File: src/rtl/cpu_pkg.sv
// Shared definitions for the 24-bit CPU: instruction field positions,
// opcode constants and the fetch-stage state encoding.
package cpu_pkg;

    localparam int INSTR_W = 24;

    // Instruction field bit positions
    localparam int OPCODE_MSB = 23;
    localparam int OPCODE_LSB = 20;
    localparam int RS_MSB     = 19;
    localparam int RS_LSB     = 16;
    localparam int RT_MSB     = 15;
    localparam int RT_LSB     = 12;
    localparam int RD_MSB     = 11;
    localparam int RD_LSB     = 8;
    localparam int IMM_MSB    = 11;
    localparam int IMM_LSB    = 0;

    // Opcodes decoded by the control unit; OP_NOP is what an empty IF/ID reads as
    localparam logic [3:0] OP_RTYPE = 4'b0110;
    localparam logic [3:0] OP_LS    = 4'b0010;
    localparam logic [3:0] OP_SS    = 4'b0011;
    localparam logic [3:0] OP_BEQ   = 4'b0100;
    localparam logic [3:0] OP_ADDI  = 4'b0001;
    localparam logic [3:0] OP_NOP   = 4'b0000;

    typedef enum logic [1:0] {
        FS_IDLE  = 2'd0,
        FS_FETCH = 2'd1,
        FS_HOLD  = 2'd2
    } fetchState_t;

    // 12-bit immediate field sign-extended to the full instruction width
    function automatic logic [INSTR_W-1:0] signExtImm(input logic [INSTR_W-1:0] instr);
        return {{(INSTR_W - 12){instr[IMM_MSB]}}, instr[IMM_MSB:IMM_LSB]};
    endfunction

endpackage

File: src/rtl/if_id_reg.sv
// IF/ID pipeline register with a one-entry skid buffer. Holds the live
// instruction, its PC+1, and splits it into the fields the decoder needs.
// An empty register holds all zeros so every field reads as a NOP.
module if_id_reg
    import cpu_pkg::*;
#(
    parameter int PC_W = 24
) (
    input  logic               clock,
    input  logic               resetN,
    input  logic               flush,
    input  logic               loadDirect,
    input  logic               captureSkid,
    input  logic               loadFromSkid,
    input  logic               drain,
    input  logic [INSTR_W-1:0] memWord,
    input  logic [PC_W-1:0]    memPcPlus1,
    output logic               idValid,
    output logic [PC_W-1:0]    idPcPlus1,
    output logic [3:0]         opcode,
    output logic [3:0]         rs,
    output logic [3:0]         rt,
    output logic [3:0]         rd,
    output logic [INSTR_W-1:0] imm
);

    logic [INSTR_W-1:0] instrReg;
    logic [INSTR_W-1:0] skidWord;
    logic [PC_W-1:0]    skidPcPlus1;
    logic               skidValid;

    // IF/ID update: flush beats a fresh load, which beats a skid drain, which beats a bubble
    always_ff @(posedge clock or negedge resetN) begin
        if (!resetN) begin
            idValid   <= 1'b0;
            instrReg  <= '0;
            idPcPlus1 <= '0;
        end else if (flush) begin
            idValid   <= 1'b0;
            instrReg  <= '0;
            idPcPlus1 <= '0;
        end else if (loadDirect) begin
            idValid   <= 1'b1;
            instrReg  <= memWord;
            idPcPlus1 <= memPcPlus1;
        end else if (loadFromSkid && skidValid) begin
            idValid   <= 1'b1;
            instrReg  <= skidWord;
            idPcPlus1 <= skidPcPlus1;
        end else if (drain) begin
            idValid   <= 1'b0;
            instrReg  <= '0;
            idPcPlus1 <= '0;
        end
    end

    // Skid buffer: parks a word acked while IF/ID is frozen so it is never lost
    always_ff @(posedge clock or negedge resetN) begin
        if (!resetN) begin
            skidValid   <= 1'b0;
            skidWord    <= '0;
            skidPcPlus1 <= '0;
        end else if (flush) begin
            skidValid <= 1'b0;
        end else if (captureSkid) begin
            skidValid   <= 1'b1;
            skidWord    <= memWord;
            skidPcPlus1 <= memPcPlus1;
        end else if (loadFromSkid) begin
            skidValid <= 1'b0;
        end
    end

    assign opcode = instrReg[OPCODE_MSB:OPCODE_LSB];
    assign rs     = instrReg[RS_MSB:RS_LSB];
    assign rt     = instrReg[RT_MSB:RT_LSB];
    assign rd     = instrReg[RD_MSB:RD_LSB];
    assign imm    = signExtImm(instrReg);

endmodule

File: src/rtl/instr_fetch_stage.sv
// Instruction fetch stage: owns the PC, runs the instruction-memory request
// FSM and feeds the IF/ID register. Branch redirects and hazard stalls are
// resolved here.
//
// Memory handshake: ImemReq is held high with ImemAddr stable until a cycle
// in which ImemReq and ImemAck are both high; that cycle is the transfer and
// ImemRdata is valid in it. A request is never withdrawn mid-wait except by
// a redirect or reset.
module instr_fetch_stage
    import cpu_pkg::*;
#(
    parameter int              PC_W     = 24,
    parameter logic [PC_W-1:0] RESET_PC = '0
) (
    input  logic               Clock,
    input  logic               ResetN,
    input  logic               Stall,
    input  logic               BranchTaken,
    input  logic [PC_W-1:0]    BranchTarget,
    output logic               ImemReq,
    output logic [PC_W-1:0]    ImemAddr,
    input  logic               ImemAck,
    input  logic [INSTR_W-1:0] ImemRdata,
    output logic               IdValid,
    output logic [PC_W-1:0]    IdPcPlus1,
    output logic [3:0]         Opcode,
    output logic [3:0]         Rs,
    output logic [3:0]         Rt,
    output logic [3:0]         Rd,
    output logic [INSTR_W-1:0] Imm,
    output logic [1:0]         DbgState
);

    fetchState_t     state;
    logic [PC_W-1:0] pc;
    logic [PC_W-1:0] pcPlus1;
    logic            xfer;
    logic            canAccept;

    assign pcPlus1   = pc + PC_W'(1);
    assign xfer      = ImemReq && ImemAck;
    assign canAccept = !Stall || !IdValid;
    assign ImemAddr  = pc;
    assign DbgState  = state;

    // Fetch FSM and PC: redirect first, then the per-state request handling
    always_ff @(posedge Clock or negedge ResetN) begin
        if (!ResetN) begin
            state   <= FS_IDLE;
            pc      <= RESET_PC;
            ImemReq <= 1'b0;
        end else if (BranchTaken) begin
            state   <= FS_FETCH;
            pc      <= BranchTarget;
            ImemReq <= 1'b1;
        end else begin
            case (state)
                FS_IDLE: begin
                    state   <= FS_FETCH;
                    ImemReq <= 1'b1;
                end
                FS_FETCH: begin
                    if (xfer) begin
                        pc <= pcPlus1;
                        if (!canAccept) begin
                            state   <= FS_HOLD;
                            ImemReq <= 1'b0;
                        end
                    end
                end
                FS_HOLD: begin
                    if (!Stall) begin
                        state   <= FS_FETCH;
                        ImemReq <= 1'b1;
                    end
                end
                default: begin
                    state   <= FS_IDLE;
                    ImemReq <= 1'b0;
                end
            endcase
        end
    end

    if_id_reg #(
        .PC_W(PC_W)
    ) u_ifId (
        .clock       (Clock),
        .resetN      (ResetN),
        .flush       (BranchTaken),
        .loadDirect  (xfer && canAccept),
        .captureSkid (xfer && !canAccept),
        .loadFromSkid(state == FS_HOLD && !Stall),
        .drain       (!Stall),
        .memWord     (ImemRdata),
        .memPcPlus1  (pcPlus1),
        .idValid     (IdValid),
        .idPcPlus1   (IdPcPlus1),
        .opcode      (Opcode),
        .rs          (Rs),
        .rt          (Rt),
        .rd          (Rd),
        .imm         (Imm)
    );

endmodule

File: config.mk
export PLATFORM = sky130hd
export DESIGN_NAME = instr_fetch_stage
export DESIGN_NICKNAME = d
export VERILOG_FILES = /design/src/rtl/cpu_pkg.sv /design/src/rtl/if_id_reg.sv /design/src/rtl/instr_fetch_stage.sv
export SDC_FILE = /design/constraint.sdc
export NUM_CORES = 1
export LEC_CHECK = 0
export ABC_AREA = 1
export ABC_CLOCK_PERIOD_IN_PS = 1600
export CAP_MARGIN = 40
export CELL_PAD_IN_SITES_DETAIL_PLACEMENT = 0
export CELL_PAD_IN_SITES_GLOBAL_PLACEMENT = 1
export CORE_ASPECT_RATIO = 2
export CORE_UTILIZATION = 33
export CTS_CLUSTER_DIAMETER = 100
export CTS_CLUSTER_SIZE = 24
export DETAILED_ROUTE_END_ITERATION = 16
export PLACE_DENSITY_LB_ADDON = 0.25
export SLEW_MARGIN = 20
export SYNTH_ARGS = -nofsm -noshare
export SYNTH_HDL_FRONTEND = slang
export SYNTH_SLANG_ARGS = --single-unit
export TNS_END_PERCENT = 20
File: constraint.sdc
create_clock -name Clock -period 1.6 [get_ports Clock]
set_input_delay 0.16 -clock Clock [delete_from_list [all_inputs] [get_ports Clock]]
set_output_delay 0.16 -clock Clock [all_outputs]
set_load 0.1 [all_outputs]
==> impl_results.md <==
* Status: finished, violations left
* Failing checks: DRC, setup timing
* Slew Viols, Final at 0
* I/O Buffers at 144
* Placed cell count at 1108
* Comb power frac at 0.321
* FMAX at 608 MHz
* Slew HR at 0.684
* Most common cell on crit path: nand2_1
* CTS buffer count at 17
* Io pins at 145
* Share of layout cells above drive strength 1 at 0.308
* Sw frac at 0.361
* Crit path cell chain: ha_4, nand2_4, nor2_4, nand2_4, nor2_4, xor2_2, nand2_1, nand2_1, nand2_1, nand2_1
* Post-synthesis sequential area ratio at 0.513
* Post-route insts no fill at 1147
* Full die area at 0.0189 sq mm
* Tcrit/Tclk final at 1.03
* Setup CP Type: reg -> reg
* Worst Hold Class: in -> async
* Hpwl dp at 14.2 mm
* Critical Path Source Type: register
* Top cells by area, synth: dfrtp_1 51%, nand2_1 17%, o21ai_0 4.9%, a22o_1 4.1%, inv_1 3.1%
* Die width at 97.7 microns
* Main synth FF type: dfrtp_1
* Worst path slowest cell: dfrtp_4
* Post-synth ARST share at 1.00
* Post-route ant nets at 0
* 1st-iter DRT viols at 308
* Max Cap Violations at 0
* Rows at 69
* CTS H-Tree Depth at 4
* Post-layout worst setup margin at -0.0450 ns
* Share of power burned in registers at 0.359
* Slew @ Worst Pin at 0.474 ns
* Pleak at 4.56 nW
* Post-DR wirelength/cell at 16.7 microns
* Worst hold margin at 0.247 ns
* TritonCTS clock tree: yes
* Worst flop-to-flop path endpoint: u_ifId.idPcPlus1[10]$_DFFE_PN0P_
* Post-synth EDFFs at 0
* Die Ht at 193 microns
* Sw Pwr at 0.00406 W
* Distinct cells, synth at 32
* Pint at 0.00719 W
* Worst setup EP type: register
* Mapped Cells at 734
* R2R setup slack at -0.04 ns
* Number of antenna violations at the first check in global routing at 1
* Clk Latency, worst-skew pair at 0.41 ns
* Total number of vias at 5669
* Reg clk slew, reported paths at 0.06 ns
* Mapped Nets at 788
* Mean Syn Cell Area at 8.24 sq um
* Ys Warns at 0
* Number of global-route vias before repair at 5856
* Clock power frac at 0.320
* CTS Sinks at 124
* Core area at 0.0179 sq mm
* Max Buffers Root-to-Sink at 2
* Post-Route Utilization at 0.555
* Worst r2r path cells at 10
* CP Data Arrival Time at 2.00 ns
* Overflow after GRT at 0
* Cell Pwr Density at 1140 mW/mm^2
* Final wirelength at 19.2 mm
* GRT Overall Usage at 0.209
* Commonest non-fill, non-tap cells in the layout: 259 x nand2_1, 101 x buf_12, 98 x dfrtp_1
* Clk root buf: clkbuf_16
* Hold Fails Final Rpt at 0
* Pre-antenna DRT Iters at 11
* Worst endpoint required time at 1.95 ns
* Gpl congestion at 0.858
* Commonest non-fill, non-tap cell in the layout: nand2_1
* Final Setup Violations at 4
* First-pass GRT wire length at 30.5 mm
* Mapped Area at 0.00605 sq mm
* Vias per inst at 4.94
* Cell taking the most area after synthesis: dfrtp_1
* Nets@finish at 974
* RSZ-0062 raised after global routing: yes
* Share of the synthesized area in the top cell type at 0.513
* CP peak stage delay at 0.45 ns
* R2R Path Start: ImemAddr[1]$_DFFE_PN0P_
* Largest net degree at the start of global routing at 33
* Yosys reg bits at 124
* Clock skew at 0.00764 ns
* Min Clock Period, post-route at 1.64 ns
* Initial core utilization at 0.338
* Max FO, Critical Path at 4
* Residual DRC at 8
* VDD IR max at 0.594 mV
* Synth-to-Final Area Change at 63.9%
## power groups by stage
stage               Clock [W]  Sequential, W  Combinational (W)
floorplan                   0        0.00508            0.00100
global placement            0        0.00407            0.00347
detailed placement          0        0.00409            0.00353
CTS                   0.00366        0.00404            0.00355
global route          0.00382        0.00410            0.00382
finish                0.00360        0.00405            0.00361
## metal layers
metal	vias to the layer above	GRT usage	routed length [microns]
met1	2729	0.216	7170
met5	-	0	0
li1	2725	-	-
met4	0	0.101	626
met3	26	0.0430	880
met2	189	0.394	10500
## worst max path at each step
| stage | cells past startpoint | slack [ns] | startpoint | to |
|---|---|---|---|---|
| finish | 10 | -0.04 | ImemAddr[1]$_DFFE_PN0P_ | u_ifId.idPcPlus1[10]$_DFFE_PN0P_ |
| global route | 10 | -0.15 | ImemAddr[1]$_DFFE_PN0P_ | u_ifId.idPcPlus1[10]$_DFFE_PN0P_ |
| CTS | 12 | -0.02 | ImemAddr[1]$_DFFE_PN0P_ | u_ifId.idPcPlus1[16]$_DFFE_PN0P_ |
| detailed placement | 9 | -0.1 | Stall | u_ifId.instrReg[18]$_DFFE_PN0P_ |
| global placement | 9 | -0.06 | Stall | u_ifId.instrReg[16]$_DFFE_PN0P_ |
| floorplan | 10 | -0.1 | ImemAddr[0]$_DFFE_PN0P_ | u_ifId.idPcPlus1[10]$_DFFE_PN0P_ |
## critical path, delay by kind of cell (launching register included)
kind | cells | cell delay [ns]
fa+ha+maj | 1 | 0.17
xor+xnor | 1 | 0.22
flops | 1 | 0.45
simple gates | 8 | 0.74
## cells in the mapped netlist (3+ instances only)
| cell type | count |
|---|---|
| clkbuf_1 | 15 |
| xor2_1 | 6 |
| a22o_1 | 28 |
| buf_6 | 3 |
| buf_2 | 14 |
| nor2_1 | 25 |
| o21ai_1 | 23 |
| nand3_1 | 30 |
| nand2_1 | 278 |
| inv_2 | 8 |
| o211ai_1 | 19 |
| xnor2_1 | 4 |
| nor2_4 | 4 |
| nand2_2 | 3 |
| buf_4 | 17 |
| inv_1 | 50 |
| o21ai_0 | 59 |
| nor2_2 | 5 |
| dfrtp_1 | 124 |
## logic make-up after synthesis
| kind of cell | Yosys count | synth area share |
|---|---|---|
| flops | 124 | 0.513 |
| compound gates | 138 | 0.143 |
| buf+inv | 108 | 0.0842 |
| xor+xnor | 12 | 0.0199 |
| fa+ha+maj | 1 | 0.00207 |
| simple gates | 351 | 0.238 |
## what timing repair did
action / 4_1_cts / 5_1_grt
endpoints found under the hold margin: 27 / 0
hold buffers: 1 / 0
gates resized for setup: 3 / 43
setup buffers: 0 / 5
pin swaps: 1 / 20
setup endpoints to repair: 10 / 56
## final cells by class
type	instances	area, sq um
antenna	1	2.50
clock buffer	21	450
clock inverter	11	96.3
fill	1564	7960
inverter	58	223
multi-input combinational	502	2670
sequential	124	3180
tap	213	267
timing repair buffer	217	3020
## through the flow
| stage | setup WS, ns | setup TNS (ns) | area (sq um) | power (W) |
|---|---|---|---|---|
| 4_1_cts | -0.0248 | -0.0607 | 9710 | 0.0113 |
| 2_1_floorplan | -0.0999 | -5.29 | 6190 | 0.00608 |
| 3_5_place_dp | -0.0956 | -3.04 | 9140 | 0.00762 |
| 6_report | -0.0450 | -0.0672 | 9910 | 0.0113 |
| 3_3_place_gp | -0.0650 | -1.51 | 9140 | 0.00754 |
| 5_1_grt | -0.153 | -1.15 | 9910 | 0.0117 |
## flip-flops by register name, summed over array words and instances, names as in the netlist
name                count
u_ifId.skidValid        1
u_ifId.skidPcPlus1     24
u_ifId.idPcPlus1       24
u_ifId.idValid          1
u_ifId.instrReg        24
ImemAddr               24
u_ifId.skidWord        24
DbgState                2
(Power assumes the default switching activity.)
